===== config.mk =====
export PLATFORM = sky130hd
export DESIGN_NAME = rect_fill_engine
export DESIGN_NICKNAME = d
export VERILOG_FILES = /design/src/rtl/fill_pkg.sv /design/src/rtl/rect_fill_mask.sv /design/src/rtl/rect_fill_engine.sv
export SDC_FILE = /design/constraint.sdc
export NUM_CORES = 1
export LEC_CHECK = 0
export ABC_CLOCK_PERIOD_IN_PS = 4250
export CORE_ASPECT_RATIO = 1.4
export CORE_MARGIN = 2
export CORE_UTILIZATION = 35
export DETAILED_ROUTE_END_ITERATION = 16
export HOLD_SLACK_MARGIN = 0.06
export PLACE_DENSITY = 0.69
export SYNTH_ARGS = -nofsm -noshare
export SYNTH_HDL_FRONTEND = slang
export SYNTH_SLANG_ARGS = --single-unit

===== constraint.sdc =====
create_clock -name clk -period 4.25 [get_ports clk]
set_clock_uncertainty 0.1 [all_clocks]
set_input_delay 0.85 -clock clk [delete_from_list [all_inputs] [get_ports clk]]
set_output_delay 0.85 -clock clk [all_outputs]
set_load 0.1 [all_outputs]

===== src/rtl/fill_pkg.sv =====
// Shared encodings and geometry constants for the rectangle fill engine.
package fill_pkg;

    typedef enum logic [1:0] {
        IDLE  = 2'd0,
        CHECK = 2'd1,
        REQ   = 2'd2,
        DATA2 = 2'd3
    } fill_state_e;

    localparam int PIX_PER_BURST = 8;
    localparam int PIX_PER_WORD  = 4;
    localparam int BYTES_PER_PIX = 4;

    localparam logic [15:0] MASK_ALL  = 16'hFFFF;
    localparam logic [15:0] MASK_NONE = 16'h0000;

endpackage


===== src/rtl/rect_fill_mask.sv =====
// Byte write mask for one 4-pixel word: a pixel outside [x0,x1] gets its whole nibble set.
module rect_fill_mask
    import fill_pkg::*;
#(
    parameter int X_W = 10
) (
    input  logic [X_W-1:0] base_i,
    input  logic [X_W-1:0] x0_i,
    input  logic [X_W-1:0] x1_i,
    output logic [15:0]    mask_o
);

    logic [X_W:0] col;

    // One extra bit on the column so base+k cannot wrap at the top of the range.
    always_comb begin
        mask_o = MASK_NONE;
        col    = '0;
        for (int k = 0; k < PIX_PER_WORD; k++) begin
            col = {1'b0, base_i} + (X_W+1)'(k);
            if (col < {1'b0, x0_i} || col > {1'b0, x1_i})
                mask_o[k*BYTES_PER_PIX +: BYTES_PER_PIX] = '1;
        end
    end

endmodule


===== src/rtl/rect_fill_engine.sv =====
// Fills an inclusive rectangle of a frame buffer with one colour as 8-pixel DDR2 bursts
// (one address push followed by two masked 128-bit data words).
module rect_fill_engine
    import fill_pkg::*;
#(
    parameter int FRAME_W = 800,
    parameter int FRAME_H = 600,
    parameter int X_W     = 10,
    parameter int Y_W     = 10,
    parameter int ADDR_W  = 31
) (
    input  logic              clk,
    input  logic              rst,
    input  logic              valid,
    input  logic [23:0]       color,
    input  logic [X_W-1:0]    x0,
    input  logic [X_W-1:0]    x1,
    input  logic [Y_W-1:0]    y0,
    input  logic [Y_W-1:0]    y1,
    input  logic [5:0]        frame_id,
    input  logic              af_full,
    input  logic              wdf_full,
    output logic              af_wr_en,
    output logic [ADDR_W-1:0] af_addr_din,
    output logic              wdf_wr_en,
    output logic [127:0]      wdf_din,
    output logic [15:0]       wdf_mask_din,
    output logic              ready,
    output logic              done
);

    localparam logic [X_W-1:0] X_MAX   = X_W'(FRAME_W - 1);
    localparam logic [Y_W-1:0] Y_MAX   = Y_W'(FRAME_H - 1);
    localparam logic [X_W-1:0] BURST_M = ~X_W'(PIX_PER_BURST - 1);
    localparam int             USED_W  = 6 + Y_W + (X_W - 3) + 2;

    fill_state_e    state_q, state_d;
    logic [X_W-1:0] x_q, x_d;
    logic [Y_W-1:0] y_q, y_d;
    logic           done_q, done_d;

    logic [X_W-1:0] x0_q, x1_q;
    logic [Y_W-1:0] y0_q, y1_q;
    logic [23:0]    color_q;
    logic [5:0]     frame_q;

    logic [X_W-1:0] x0_al, x1_al, word_base;
    logic [15:0]    word_mask;

    assign ready = (state_q == IDLE);
    assign done  = done_q;
    assign x0_al = x0_q & BURST_M;
    assign x1_al = x1_q & BURST_M;

    // Command registers; far bounds are clipped to the frame so bursts never leave it.
    always_ff @(posedge clk or posedge rst) begin
        if (rst) begin
            x0_q    <= '0;
            x1_q    <= '0;
            y0_q    <= '0;
            y1_q    <= '0;
            color_q <= '0;
            frame_q <= '0;
        end else if (valid && ready) begin
            x0_q    <= x0;
            x1_q    <= (x1 > X_MAX) ? X_MAX : x1;
            y0_q    <= y0;
            y1_q    <= (y1 > Y_MAX) ? Y_MAX : y1;
            color_q <= color;
            frame_q <= frame_id;
        end
    end

    always_ff @(posedge clk or posedge rst) begin
        if (rst) begin
            state_q <= IDLE;
            x_q     <= '0;
            y_q     <= '0;
            done_q  <= 1'b0;
        end else begin
            state_q <= state_d;
            x_q     <= x_d;
            y_q     <= y_d;
            done_q  <= done_d;
        end
    end

    always_comb begin
        state_d   = state_q;
        x_d       = x_q;
        y_d       = y_q;
        done_d    = 1'b0;
        af_wr_en  = 1'b0;
        wdf_wr_en = 1'b0;
        unique case (state_q)
            IDLE: if (valid) state_d = CHECK;
            CHECK: begin
                if (x0_q > x1_q || y0_q > y1_q) begin
                    done_d  = 1'b1;
                    state_d = IDLE;
                end else begin
                    x_d     = x0_al;
                    y_d     = y0_q;
                    state_d = REQ;
                end
            end
            // Address and word 0 go together so a burst is never split across stalls.
            REQ: begin
                af_wr_en  = !af_full && !wdf_full;
                wdf_wr_en = af_wr_en;
                if (af_wr_en) state_d = DATA2;
            end
            DATA2: begin
                wdf_wr_en = !wdf_full;
                if (wdf_wr_en) begin
                    state_d = REQ;
                    if (x_q == x1_al) begin
                        if (y_q == y1_q) begin
                            done_d  = 1'b1;
                            state_d = IDLE;
                        end else begin
                            x_d = x0_al;
                            y_d = y_q + Y_W'(1);
                        end
                    end else begin
                        x_d = x_q + X_W'(PIX_PER_BURST);
                    end
                end
            end
            default: state_d = IDLE;
        endcase
    end

    assign word_base = x_q + ((state_q == DATA2) ? X_W'(PIX_PER_WORD) : '0);

    rect_fill_mask #(.X_W(X_W)) u_mask (
        .base_i (word_base),
        .x0_i   (x0_q),
        .x1_i   (x1_q),
        .mask_o (word_mask)
    );

    assign wdf_mask_din = (state_q == REQ || state_q == DATA2) ? word_mask : MASK_ALL;
    assign wdf_din      = {PIX_PER_WORD{{8'h00, color_q}}};
    assign af_addr_din  = {{(ADDR_W-USED_W){1'b0}}, frame_q, y_q, x_q[X_W-1:3], 2'b00};

endmodule


==> results.md, run 1 <==
Finish:
- The final design instance area without fill is 8740 um2.
- The top cell types in the final layout, fill and taps aside, are sky130_fd_sc_hd__clkdlybuf4s50_1, sky130_fd_sc_hd__nand2_1, sky130_fd_sc_hd__dfrtp_1.
- The share of cells above drive strength 1 is 0.0861.
- The number of antenna diodes is 0.
- Compared with the post-synthesis result, the final layout area differs by 30.8%.
- In the final design database the tool counted 1,039 nets.
- The most common library cell in the layout ignoring fill and taps is sky130_fd_sc_hd__clkdlybuf4s50_1.
- For this run, the share of the core covered by cells in the final layout is 0.468.

Floorplanning:
- The number of placed I/O pins is roughly 250.
- From left edge to right edge, the die measures between 100 and 150 um.
- After floorplanning, the core was divided into slightly below 60 placement rows.
- The die height is 167 um.
- The area of the placeable core is 18,700 um2.
- The floorplan step defined a die boundary enclosing 20,200 um2.
- For this configuration, the core starts out at a cell density of 0.357.

Setup path:
- The data arrival time of the critical path is 3120 ps.
- Along the worst path, the maximum fanout reaches 9.
- The critical path capture point type is an output pin.
- The required time at the endpoint of the critical path is 3300 ps.
- Across all register-to-register paths, the minimum setup slack is roughly 1500 ps.
- The critical setup path kind is flop to output pin.
- The worst setup path is launched from a flop.

Place:
- The half-perimeter wire length after detailed placement is 14.6 mm.
- In this run the tool buffered the top-level ports with 213 buffer cells.
- The placed standard-cell area is 8370 um2.
- The congestion estimate from routability-driven global placement came to 0.905.

Timing:
- The relative slew slack is 0.298.
- Based on the critical path, the design can be clocked at up to 246 MHz.
- The max-slew violation total from the final report was 0.
- Dividing the final minimum period by the clock period gives 0.957.
- The worst path needs 4070 ps of the cycle, external delays included.
- The final count of hold timing violations was 0.
- The slew of the pin with the lowest slew margin is 1050 ps.
- Setup violations remaining at the end of the flow were counted as 0.

Clocking:
- Clock tree synthesis selected as its root buffer the cell sky130_fd_sc_hd__clkbuf_16.
- TritonCTS built the clock tree.
- The total number of clock tree sinks is 90.
- The maximum buffer depth of the clock tree is 2.
- The clock reaches the later pin of the worst-skew pair after about 350 ps.
- The clock transition at the register clock pins on the worst setup and hold paths after CTS is approximately 60 ps.
- The number of clock buffers inserted by TritonCTS is 9.
- The level count of the clock H-tree is 3.

Logic synthesis:
- The async set or reset register ratio after synthesis is 1.00.
- The synthesized netlist contains 65 unique library cells.
- The cell type with the highest aggregate area in the netlist is sky130_fd_sc_hd__dfrtp_1.
- In this run, synthesis produced a sequential element count of 90.
- After synthesis the cells add up to 6680 um2.
- The share of synthesized area in the top cell type comes to 0.337.
- In this run the mean area of a mapped cell was 8.45 um2.
- The number of synthesized flops with an enable pin is 0.
- Synthesis handed over a netlist of 790 instances.
- Among all flip-flop cells after synthesis, the most frequent one is sky130_fd_sc_hd__dfrtp_1.
- Of the synthesized area, sequential elements account for 0.337.
- For this run, the number of Yosys warnings is 0.
- By area the synthesized netlist is led by sky130_fd_sc_hd__dfrtp_1, sky130_fd_sc_hd__buf_4, sky130_fd_sc_hd__ha_1, sky130_fd_sc_hd__nand2_1, sky130_fd_sc_hd__o21ai_0.

GRT:
- The total congestion overflow is 0.
- The first global-routing pass estimated 29.1 mm of wire.
- The number of global-route vias before repair is 5,373.
- The total global-route track usage is 0.184.
- Entering global routing, the biggest net connects 44 pins.
- The initial antenna violation count is 0.

Run:
- Max-cap violations in this run came to 0.

Route:
- The number of DRC violations after detailed-routing iteration 0 is approximately 260.
- Before antenna repair, the detailed router went through 4 iterations.
- The post-detailed-route wirelength per cell is roughly 16 um.
- The number of vias after detailed routing is 5,509.
- For this block, the routed nets add up to about 18 mm of wire.
- The detail route stage leaves a number of antenna-violating nets equal to 0.
- After detailed routing, the number of remaining DRC violations is 0.
- After detailed routing, the number of vias per cell comes to 4.79.

Outcome:
- The flow ran to the end, and the final reports show no timing, DRC or antenna violations.

Power and ir drop:
- The total leakage power is 0.00416 uW.
- The worst-case IR drop observed on VDD is 0.323 mV.
- The total power divided by cell area is ~340 nW/um2.

Hold path:
- The classification of the worst-slack hold path is flop to flop.
-- per-layer routing --
metal	GRT usage	share of wire	up-vias
met5	0	0	-
met4	0.0612	0.025	0
met3	0.0358	0.049	32
met2	0.331	0.52	161
met1	0.217	0.41	2593
li1	-	-	2723
-- critical path: stages (launching register included) --
cell and delay (ps):
sky130_fd_sc_hd__dfrtp_1 380, sky130_fd_sc_hd__nand2_1 130, sky130_fd_sc_hd__clkinvlp_4 230, sky130_fd_sc_hd__buf_4 200, sky130_fd_sc_hd__ha_1 280, sky130_fd_sc_hd__o21a_1 170
sky130_fd_sc_hd__o21ai_0 150, sky130_fd_sc_hd__nand2_1 90, sky130_fd_sc_hd__a31oi_1 220, sky130_fd_sc_hd__a2bb2oi_1 190, sky130_fd_sc_hd__a21oi_1 100, sky130_fd_sc_hd__o211ai_1 220
sky130_fd_sc_hd__buf_4 230, sky130_fd_sc_hd__buf_12 180
-- area by class of cell --
class | instances | area (um2)
multi-input cells | 532 | 3300
flip-flops and latches | 90 | 2260
clock inverters | 5 | 78.8
repair buffers | 227 | 2400
fillers | 1808 | 9940
clock buffers | 11 | 233
inverters | 41 | 159
well taps | 244 | 305
-- report_power, final --
group	internal, uW	leakage, uW	switching, uW
Combinational	369	0.00294	789
Sequential	888	0.00106	95.8
Clock	515	0.000153	337
Total	1770	0.00416	1220
-- what timing repair did --
action | CTS | global route
pin swaps | 1 | 0
setup buffers | 1 | 5
gates resized for setup | 0 | 2
hold buffers | 0 | 0
endpoints found under the hold margin | 0 | 0
endpoints found under the setup margin | 4 | 4
-- path summary, 6_finish.rpt --
| check | start | endpoint | cells after the start |
|---|---|---|---|
| hold reg to reg | frame_q[3]$_DFFE_PP0P_ | frame_q[3]$_DFFE_PP0P_ | 2 |
| setup reg to reg | x1_q[5]$_DFFE_PP0P_ | y_q[2]$_DFFE_PP0P_ | 9 |
| setup / recovery | state_q[0]$_DFFE_PP0P_ | wdf_mask_din[10] | 13 |
| max in group asynchronous | rst | color_q[22]$_DFFE_PP0P_ | 3 |
| min in group asynchronous | rst | y1_q[8]$_DFFE_PP0P_ | 2 |
| hold / removal | frame_q[3]$_DFFE_PP0P_ | frame_q[3]$_DFFE_PP0P_ | 2 |
-- sequential cells by signal, indices dropped and copies added (netlist names) --
name     flops
color_q     24
x0_q        10
x1_q        10
y0_q        10
y1_q        10
y_q         10
x_q          7
frame_q      6
state_q      2
done         1
-- logic make-up after synthesis --
family,synth area share
adders and majority gates,0.118
muxes,0.00469
AOI/OAI and AO/OA,0.146
xor gates and xnor gates,0.0221
and+or+nand+nor,0.175
other,0.000562
DFF,0.337
buffers and inverters,0.195
-- stage by stage --
step | setup TNS, ps | hold slack [ps] | power, uW | cells | setup slack [ps]
6_report | 0 | 376 | 2990 | 1150 | 184
5_1_grt | -234 | 408 | 3140 | 1150 | -59.8
4_1_cts | 0 | 379 | 3010 | 1145 | 243
3_5_place_dp | 0 | 363 | 2150 | 1128 | 335
3_3_place_gp | 0 | 358 | 2140 | 1128 | 437
2_1_floorplan | -1790 | 363 | 1910 | 829 | -576
-- synthesized netlist by cell type (all sizes together), types with 3 or more instances --
library cell and instances:
a211oi 6, a21o 7, a21oi 45, a221oi 3
a22oi 3, a31oi 7, and3 12, buf 131
clkbuf 32, dfrtp 90, ha 63, inv 41
nand2 157, nand2b 3, nand3 16, nand4 12
nor2 30, nor2b 6, nor3 9, nor4 4
o211ai 3, o21a 7, o21ai 45, o22a 7
o22ai 5, xnor2 11, xor2 5
(Power assumes the default switching activity.)
==> run 2: changes to the inputs <==
--- a/config.mk
+++ b/config.mk
@@ -12,6 +12,8 @@
 export DETAILED_ROUTE_END_ITERATION = 16
 export HOLD_SLACK_MARGIN = 0.06
 export PLACE_DENSITY = 0.69
+export SLEW_MARGIN = 20
 export SYNTH_ARGS = -nofsm -noshare
 export SYNTH_HDL_FRONTEND = slang
 export SYNTH_SLANG_ARGS = --single-unit
+export TNS_END_PERCENT = 5
==> run 2 against run 1 <==
Net effect: die area stayed put; maximum frequency is 7.1% higher; final cell count is 0.43% lower; hold slack better by 11 ps; clock power is 4.1% lower; clock-buffer cell count is 1 lower; critical endpoint unchanged; largest power group unchanged; highest routed layer unchanged.
==> results.md, run 2 (synthesis gave the netlist of run 1 again) <==
Outcome:
- The flow ran to the end, and the final reports show no timing, DRC or antenna violations.

Finish:
- The library cell used most frequently in the layout, excluding fill and tap cells, is sky130_fd_sc_hd__clkdlybuf4s50_1.
- The number of antenna diodes is 0.
- The final design instance area without fill is 8700 um2.
- The register with the most flip-flops in the layout has 24 of them.
- The number of fillers in the final layout is approximately 1,800.
- The net total in the final layout is 1,034.
- Leaving out fill and tap cells, the most frequent cells in the layout are sky130_fd_sc_hd__clkdlybuf4s50_1, sky130_fd_sc_hd__nand2_1, sky130_fd_sc_hd__dfrtp_1.
- The share of cells above drive strength 1 is 0.0799.
- The largest register by flop count is color_q.
- Relative to the synthesized area, the layout overhead comes to 30.3%.

Run:
- The number of maximum-capacitance constraint violations is 0.

Timing:
- Headroom to the max-slew limit came out at 0.309.
- The final count of hold timing violations was 0.
- At the pin with the least slew margin, the transition time is 1030 ps.
- Derived from the worst setup path, the maximum achievable clock frequency is 263 MHz.
- Setup repair after global routing left no endpoint under its margin.
- Setup violations remaining at the end of the flow were counted as 0.
- The tightest hold path in the finished design has a slack of 387 ps.
- The routed design could run at a clock period as short as 3800 ps.
- Dividing the final minimum period by the clock period gives 0.893.
- The max-slew violation total from the final report is 0.

Clocking:
- The quantity of gates resized following cts is 0.
- The number of buffers inserted by hold repair at cts is 0.
- The level count of the clock H-tree is 3.
- Buffers inserted during clock tree synthesis total 9.
- The setup fix buffers added after clock tree synthesis is 0.
- The clock transition at the register clock pins on the worst setup and hold paths after CTS is 70 ps.
- In this run the clock root is driven by a sky130_fd_sc_hd__clkbuf_16.
- The CTS tree is built.
- The maximum buffer depth of the clock tree is 2.
- The worst-skew pair later-pin latency is 340 ps.
- The clock net in this run drives a total of 90 sinks.

Floorplanning:
- The die footprint is 20,200 um2.
- The overall die width is about 120 um.
- The area of the placeable core is 18,700 um2.
- The number of placement rows is 59.
- The die height is 167 um.
- The starting density of the core is 0.357.
- The number of placed I/O pins is ~250.

Setup path:
- Data arrives at the worst endpoint at 2850 ps.
- The worst setup path is of the flop to output pin kind.
- The largest stage delay on the critical path is 380 ps.
- The critical path capture point type is an output pin.
- The category of cells accounting for the largest share of critical-path delay is compound AO/OA/AOI/OAI gates.
- The required time at the endpoint of the critical path is about 3300 ps.
- The slowest cell on the critical path is sky130_fd_sc_hd__dfrtp_1.
- The signal on the critical path passes through nand2_1 -> inv_1 -> ha_1 -> nor2b_1 -> o21a_1 -> o21a_1 -> o21ai_0 -> a21oi_1 -> o41ai_1 -> o211ai_1 -> buf_4 -> buf_12.
- The worst register-to-register path has a depth of 9.
- The number of buffer and inverter instances along the worst setup path is 3.
- The most numerous cell type found on the critical path is sky130_fd_sc_hd__o21a_1.
- The top fanout value on the critical path is 6.
- The worst setup path is launched from a flop.
- The instance count on the critical path is 12.

Place:
- The wire-length estimate of the detail-placed layout is around 15 mm.
- In this run the cell area measured after placement is 8380 um2.
- The count of buffers added on input and output ports is between 200 and 250.
- The global placer's final weighted congestion is roughly 0.88.

Power and ir drop:
- The total power divided by cell area is approximately 340 nW/um2.
- The fraction of power spent switching nets is 0.418.
- The highest ir drop seen on vdd is 0.268 mV.
- The combinational power share is 0.390.
- In this run the power spent charging and discharging nets is between 1000 and 1500 uW.
- The design internal power is 1720 uW.
- Of the total power, the clock network draws 0.276.
- The part of the power in registers is 0.334.
- The total leakage power is 0.00413 uW.

Route:
- The post-detailed-route wirelength per cell is roughly 16 um.
- Summed over all layers, the routed wires come to around 19 mm.
- The via count normalized by instance count is 4.83.
- Across all layers, the routed design uses 5,529 vias.
- The count of nets left with antenna violations once routing finished came out at 0.
- The total DRC errors in the routed layout is 0.
- The iteration count of the initial detailed-routing pass is 4.
- The number of DRC violations after detailed-routing iteration 0 is 251.

GRT:
- Summed over all layers, the global routing overflow is 0.
- Across every metal layer, demand over resource in global routing totals 0.186.
- The number of global-route vias before repair is 5,392.
- The largest net degree at the start of global routing is 56.
- The initial antenna violation count was 0.
- The first global-routing pass estimated 29.3 mm of wire.

Hold path:
- The classification of the worst-slack hold path is flop to flop.
- The number of cells on the worst hold path is 2.
run 2: changes by cell type in the layout (fill, tap and decap cells not counted), moves of 2 or more:
cell | before | now
sky130_fd_sc_hd__clkinvlp_4 | 1 | 3
sky130_fd_sc_hd__clkinv_2 | 3 | 1
sky130_fd_sc_hd__buf_4 | 16 | 9
sky130_fd_sc_hd__clkbuf_1 | 2 | 0
run 2: path summary, 6_finish.rpt:
path	start	endpoint	slack (ps)
setup / recovery	state_q[0]$_DFFE_PP0P_	wdf_mask_din[10]	450
hold / removal	frame_q[3]$_DFFE_PP0P_	frame_q[3]$_DFFE_PP0P_	390
setup reg to reg	x1_q[5]$_DFFE_PP0P_	y_q[2]$_DFFE_PP0P_	1400
hold reg to reg	frame_q[3]$_DFFE_PP0P_	frame_q[3]$_DFFE_PP0P_	390
max in group asynchronous	rst	x_q[3]$_DFFE_PP0P_	2520
min in group asynchronous	rst	y0_q[7]$_DFFE_PP0P_	870
run 2: layer usage:
metal  GRT usage  up-vias  wire, um
met3      0.0320       34       933
met1       0.220     2590      7480
met4      0.0728        0       523
met2       0.331      194      9800
met5           0        -         0
li1            -     2711         -
run 2: final cells by class:
class	count	area (um2)	area share
multi-input combinational	532	3290	0.379
timing repair buffer	222	2380	0.274
sequential	90	2260	0.260
tap	244	305	0.0351
clock buffer	10	239	0.0275
inverter	41	156	0.0180
clock inverter	6	66.3	0.00762
run 2: power groups by stage:
stage	Sequential, uW	Clock, uW	Combinational [uW]
floorplan	1160	0	754
global placement	998	0	1150
detailed placement	1000	0	1150
CTS	987	836	1160
global route	996	869	1230
finish	989	817	1150
run 2: worst reg2reg max path: stages (launching register included):
cell and delay, ps:
sky130_fd_sc_hd__dfrtp_1 390, sky130_fd_sc_hd__inv_1 250, sky130_fd_sc_hd__ha_1 320, sky130_fd_sc_hd__a21oi_1 150, sky130_fd_sc_hd__o21ai_0 100, sky130_fd_sc_hd__a2111o_1 470, sky130_fd_sc_hd__a221oi_4 360, sky130_fd_sc_hd__a21o_2 290
sky130_fd_sc_hd__mux2i_1 220, sky130_fd_sc_hd__a21oi_1 60
run 2: through the flow:
| step | power [uW] | util | TNS (ps) | instances | setup slack [ps] |
|---|---|---|---|---|---|
| floorplan | 1910 | - | -1810 | 829 | -580 |
| global placement | 2150 | 0.449 | 0 | 1128 | 616 |
| detailed placement | 2160 | 0.449 | 0 | 1128 | 582 |
| CTS | 2980 | 0.465 | 0 | 1144 | 197 |
| global route | 3100 | 0.466 | 0 | 1145 | 254 |
| finish | 2960 | 0.466 | 0 | 1145 | 454 |
==> run 3: changes to the inputs <==
--- a/config.mk
+++ b/config.mk
@@ -5,6 +5,7 @@
 export SDC_FILE = /design/constraint.sdc
 export NUM_CORES = 1
 export LEC_CHECK = 0
+export ABC_AREA = 1
 export ABC_CLOCK_PERIOD_IN_PS = 4250
 export CORE_ASPECT_RATIO = 1.4
 export CORE_MARGIN = 2
==> run 3 against run 2 <==
Net effect: hold slack better by 10 ps; flip-flop and latch count stayed put; non-clock buffer count is 2 lower; global-route usage is 0.73 points higher; maximum frequency is 0.17% lower; design area is 2.0% higher; synthesized area is 2.9% higher; sequential share of layout area is 0.57 points lower; setup slack worse by 6.3 ps.
==> results.md, run 3 <==
Outcome:
- The run finished with clean final reports.

Finish:
- Relative to the synthesized area, the layout overhead comes to 29.1%.
- For this run, the share of the core covered by cells in the final layout is 0.462.
- The number of antenna diodes is 0.
- The register with the most flip-flops in the layout has 24 of them.
- More flip-flops sit in one register than any other, and that register is color_q.
- The library cells used most frequently in the layout, excluding fill and tap cells, are sky130_fd_sc_hd__nand2_1, sky130_fd_sc_hd__clkdlybuf4s50_1, sky130_fd_sc_hd__dfrtp_1.
- The number of fillers in the final layout is 1,930.
- At the end of the flow, the number of nets in the layout was about 1,200.
- The register area is about 2300 um2.
- Of the cells placed in the final design, the portion with a size suffix greater than 1 is 0.0525.
- The post-route non-filler standard cell count is 1,296.
- The combined area of the multi-input logic cells is 3340 um2.
- The library cell used most frequently in the layout, excluding fill and tap cells, is sky130_fd_sc_hd__nand2_1.

Setup path:
- In this design, the largest share of critical-path delay is due to buffers and inverters.
- The signal on the critical path passes through nand2_1 -> buf_4 -> inv_1 -> buf_4 -> ha_1 -> a21oi_1 -> nand2_1 -> nand3_1 -> nand3_1 -> nand3_1 -> buf_12.
- The critical setup path kind is flop to output pin.
- The required time at the endpoint of the critical path is 3300 ps.
- The number of buffers and inverters on the critical path is 4.
- The critical path capture point type is an output pin.
- The critical path's most frequent cell is sky130_fd_sc_hd__nand3_1.
- The slowest cell on the critical path is sky130_fd_sc_hd__dfrtp_1.
- The startpoint class of the critical path is a flop.
- In this run the register-to-register setup slack is 1530 ps.
- The largest stage delay on the critical path is 530 ps.
- STA puts the critical path data arrival time at 2850 ps.
- The top fanout value on the critical path is 18.

Clocking:
- The level count of the clock H-tree is 3.
- The maximum buffer depth of the clock tree is 2.
- The total number of clock tree sinks is 90.
- The clock reaches the later pin of the worst-skew pair after roughly 350 ps.
- The number of gates resized after CTS was 0.
- The root buffer selected by CTS is sky130_fd_sc_hd__clkbuf_16.
- After clock tree synthesis, the clock-pin slew on the worst setup and hold paths is 70 ps.
- The number of clock buffers inserted by TritonCTS is 9.
- TritonCTS built the clock tree.
- The number of buffers inserted by hold repair at cts is 0.
- In this run the post-CTS setup repair buffer count came out at 0.

Place:
- The global placer's final weighted congestion is 0.954.
- Detailed placement finished with a half-perimeter wire length of around 15 mm.
- The count of placed standard cells including taps is between 1,000 and 1,500.
- The count of input and output buffers is 213.
- Timing analysis after detailed placement gives a worst setup slack of 858 ps.

Logic synthesis:
- The xor and xnor area share after synthesis is 0.0166.
- The dominant synthesized flop cell is sky130_fd_sc_hd__dfrtp_1.
- The fraction of the yosys area taken by sequential cells is 0.328.
- The cell type with the highest aggregate area in the netlist is sky130_fd_sc_hd__dfrtp_1.
- The gate count of the mapped netlist is between 900 and 1,000.
- The share of synthesized area in the top cell type comes to 0.328.
- Yosys attributes the largest share of cell area to sky130_fd_sc_hd__dfrtp_1, sky130_fd_sc_hd__nand2_1, sky130_fd_sc_hd__buf_4, sky130_fd_sc_hd__ha_1, sky130_fd_sc_hd__inv_1.
- Yosys printed 0 warnings.
- The average footprint of a synthesized cell is between 7 and 8 um2.
- Of all flip-flops after synthesis, the portion carrying an async set or reset was 1.00.
- The simple-gate share of the synthesized area is 0.249.
- The adder and majority cell fraction of the synthesized area is 0.115.
- The fraction of the mapped netlist area in compound gates came to 0.0825.
- The count of state elements after synthesis is 90.
- In the synthesized netlist, the cells that appear most often are sky130_fd_sc_hd__nand2_1, sky130_fd_sc_hd__buf_4, sky130_fd_sc_hd__dfrtp_1.
- The cell with the most instances after synthesis is sky130_fd_sc_hd__nand2_1.
- The distinct cell type count of the synthesized netlist is 33.
- Measured against the total synthesized area, the mux share comes to 0.
- The synthesized design contains 0 enable-type register cells.
- The mapped netlist covers 6870 um2.
- After synthesis, the largest family of logic cells by area is simple AND/OR/NAND/NOR gates.

Timing:
- The final cycle utilization of the critical path is 0.895.
- Setup violations remaining at the end of the flow were counted as 0.
- Summed over all failing endpoints, the final setup total negative slack is 0 ps.
- The worst path in the final design needs a cycle of 3800 ps, including I/O delays and setup.
- The relative slew slack is 0.329.
- The max-slew violation total from the final report is 0.
- After layout, the worst setup slack is between 400 and 500 ps.
- The achievable frequency is around 260 MHz.
- For the pin with the worst max-slew slack, the measured transition is 1000 ps.
- The final count of hold timing violations is 0.
- Setup repair after global routing left no endpoint under its margin.

GRT:
- The total global-route track usage is 0.193.
- The wire length of the first global-routing pass is 31.1 mm.
- The initial antenna violation count is 0.
- Entering global routing, the biggest net connects 56 pins.
- The total congestion overflow is 0.
- The number of global-route vias before repair came to 6,016.

Floorplanning:
- For this configuration, the core starts out at a cell density of 0.358.
- The area of the placeable core is 19,200 um2.
- The initialized floorplan defines 60 standard-cell rows.
- The overall die width is 122 um.
- 254 I/O pins were placed.
- The die height is 170 um.
- The die footprint is between 20,000 and 25,000 um2.

Run:
- The number of maximum-capacitance constraint violations is 0.

Route:
- The post-detailed-route wirelength per cell is 15.4 um.
- Summing over every cut layer, the via total after detailed routing is 6,103.
- The iteration count of the initial detailed-routing pass is 5.
- After the first detailed-routing iteration, the DRC count stood at 349.
- The total DRC errors in the routed layout is 0.
- The post-detailed-routing wire length is between 20 and 25 mm.
- The count of nets left with antenna violations once routing finished came out at 0.
- Dividing the detail-routed via count by the number of cells gives 4.71.

Hold path:
- The worst hold path belongs to the class flop to flop.
## run 3: cell types whose count changed in the layout (fill, tap and decap cells not counted), sizes merged, moves of 10 or more
cell / before / now
and3: 12 / 1
nand3: 16 / 54
a21oi: 45 / 30
nor2: 30 / 48
inv: 41 / 87
xnor2: 11 / 1
nand2: 157 / 293
## run 3: final cells by class
cell class / count / area share
Clock inverter: 6 / 0.0128
Timing Repair Buffer: 220 / 0.259
Multi-Input combinational cell: 635 / 0.376
Clock buffer: 10 / 0.0258
Sequential cell: 90 / 0.254
Inverter: 87 / 0.0369
Tap cell: 248 / 0.0350
## run 3: per-stage QoR
step	cell area [um2]	hold WS [ps]
2_1_floorplan	7020	377
3_3_place_gp	8530	369
3_5_place_dp	8530	373
4_1_cts	8870	399
5_1_grt	8870	420
6_report	8870	397
## run 3: worst reg2reg max path, cell delays in order (launching register included)
cell,delay (ps)
sky130_fd_sc_hd__dfrtp_1,390
sky130_fd_sc_hd__inv_1,230
sky130_fd_sc_hd__ha_1,300
sky130_fd_sc_hd__nand2_1,100
sky130_fd_sc_hd__inv_1,50
sky130_fd_sc_hd__a21oi_1,300
sky130_fd_sc_hd__nand3_1,130
sky130_fd_sc_hd__nand2_1,180
sky130_fd_sc_hd__nand3_2,260
sky130_fd_sc_hd__nand2_2,260
sky130_fd_sc_hd__nand2_2,170
sky130_fd_sc_hd__nand2_1,110
sky130_fd_sc_hd__nand2_1,50
## run 3: worst paths after layout
path,cells past startpoint,from,to
max in group asynchronous,3,rst,y_q[9]$_DFFE_PP0P_
max,11,state_q[1]$_DFFE_PP0P_,wdf_mask_din[8]
min in group asynchronous,2,rst,x0_q[6]$_DFFE_PP0P_
min,2,frame_q[4]$_DFFE_PP0P_,frame_q[4]$_DFFE_PP0P_
min reg2reg,2,frame_q[4]$_DFFE_PP0P_,frame_q[4]$_DFFE_PP0P_
max reg2reg,12,x1_q[9]$_DFFE_PP0P_,y_q[7]$_DFFE_PP0P_
## run 3: per-layer routing
layer,track usage,up-vias,wire [um]
met3,0.0292,46,972
met1,0.225,2789,8000
met4,0.0955,0,802
met5,0,-,0
li1,-,3036,-
met2,0.341,232,10200
## run 3: cell families after synthesis
logic type / after synthesis
AO/OA/AOI/OAI: 102
adder cells (fa/ha/maj): 63
AND/OR/NAND/NOR: 417
other: 1
flip-flops: 90
XOR/XNOR: 13
buffers and inverters: 250
Power of run 3 is not shown: default switching activity piles up to over one toggle a cycle in this logic, so the estimate is an artifact.
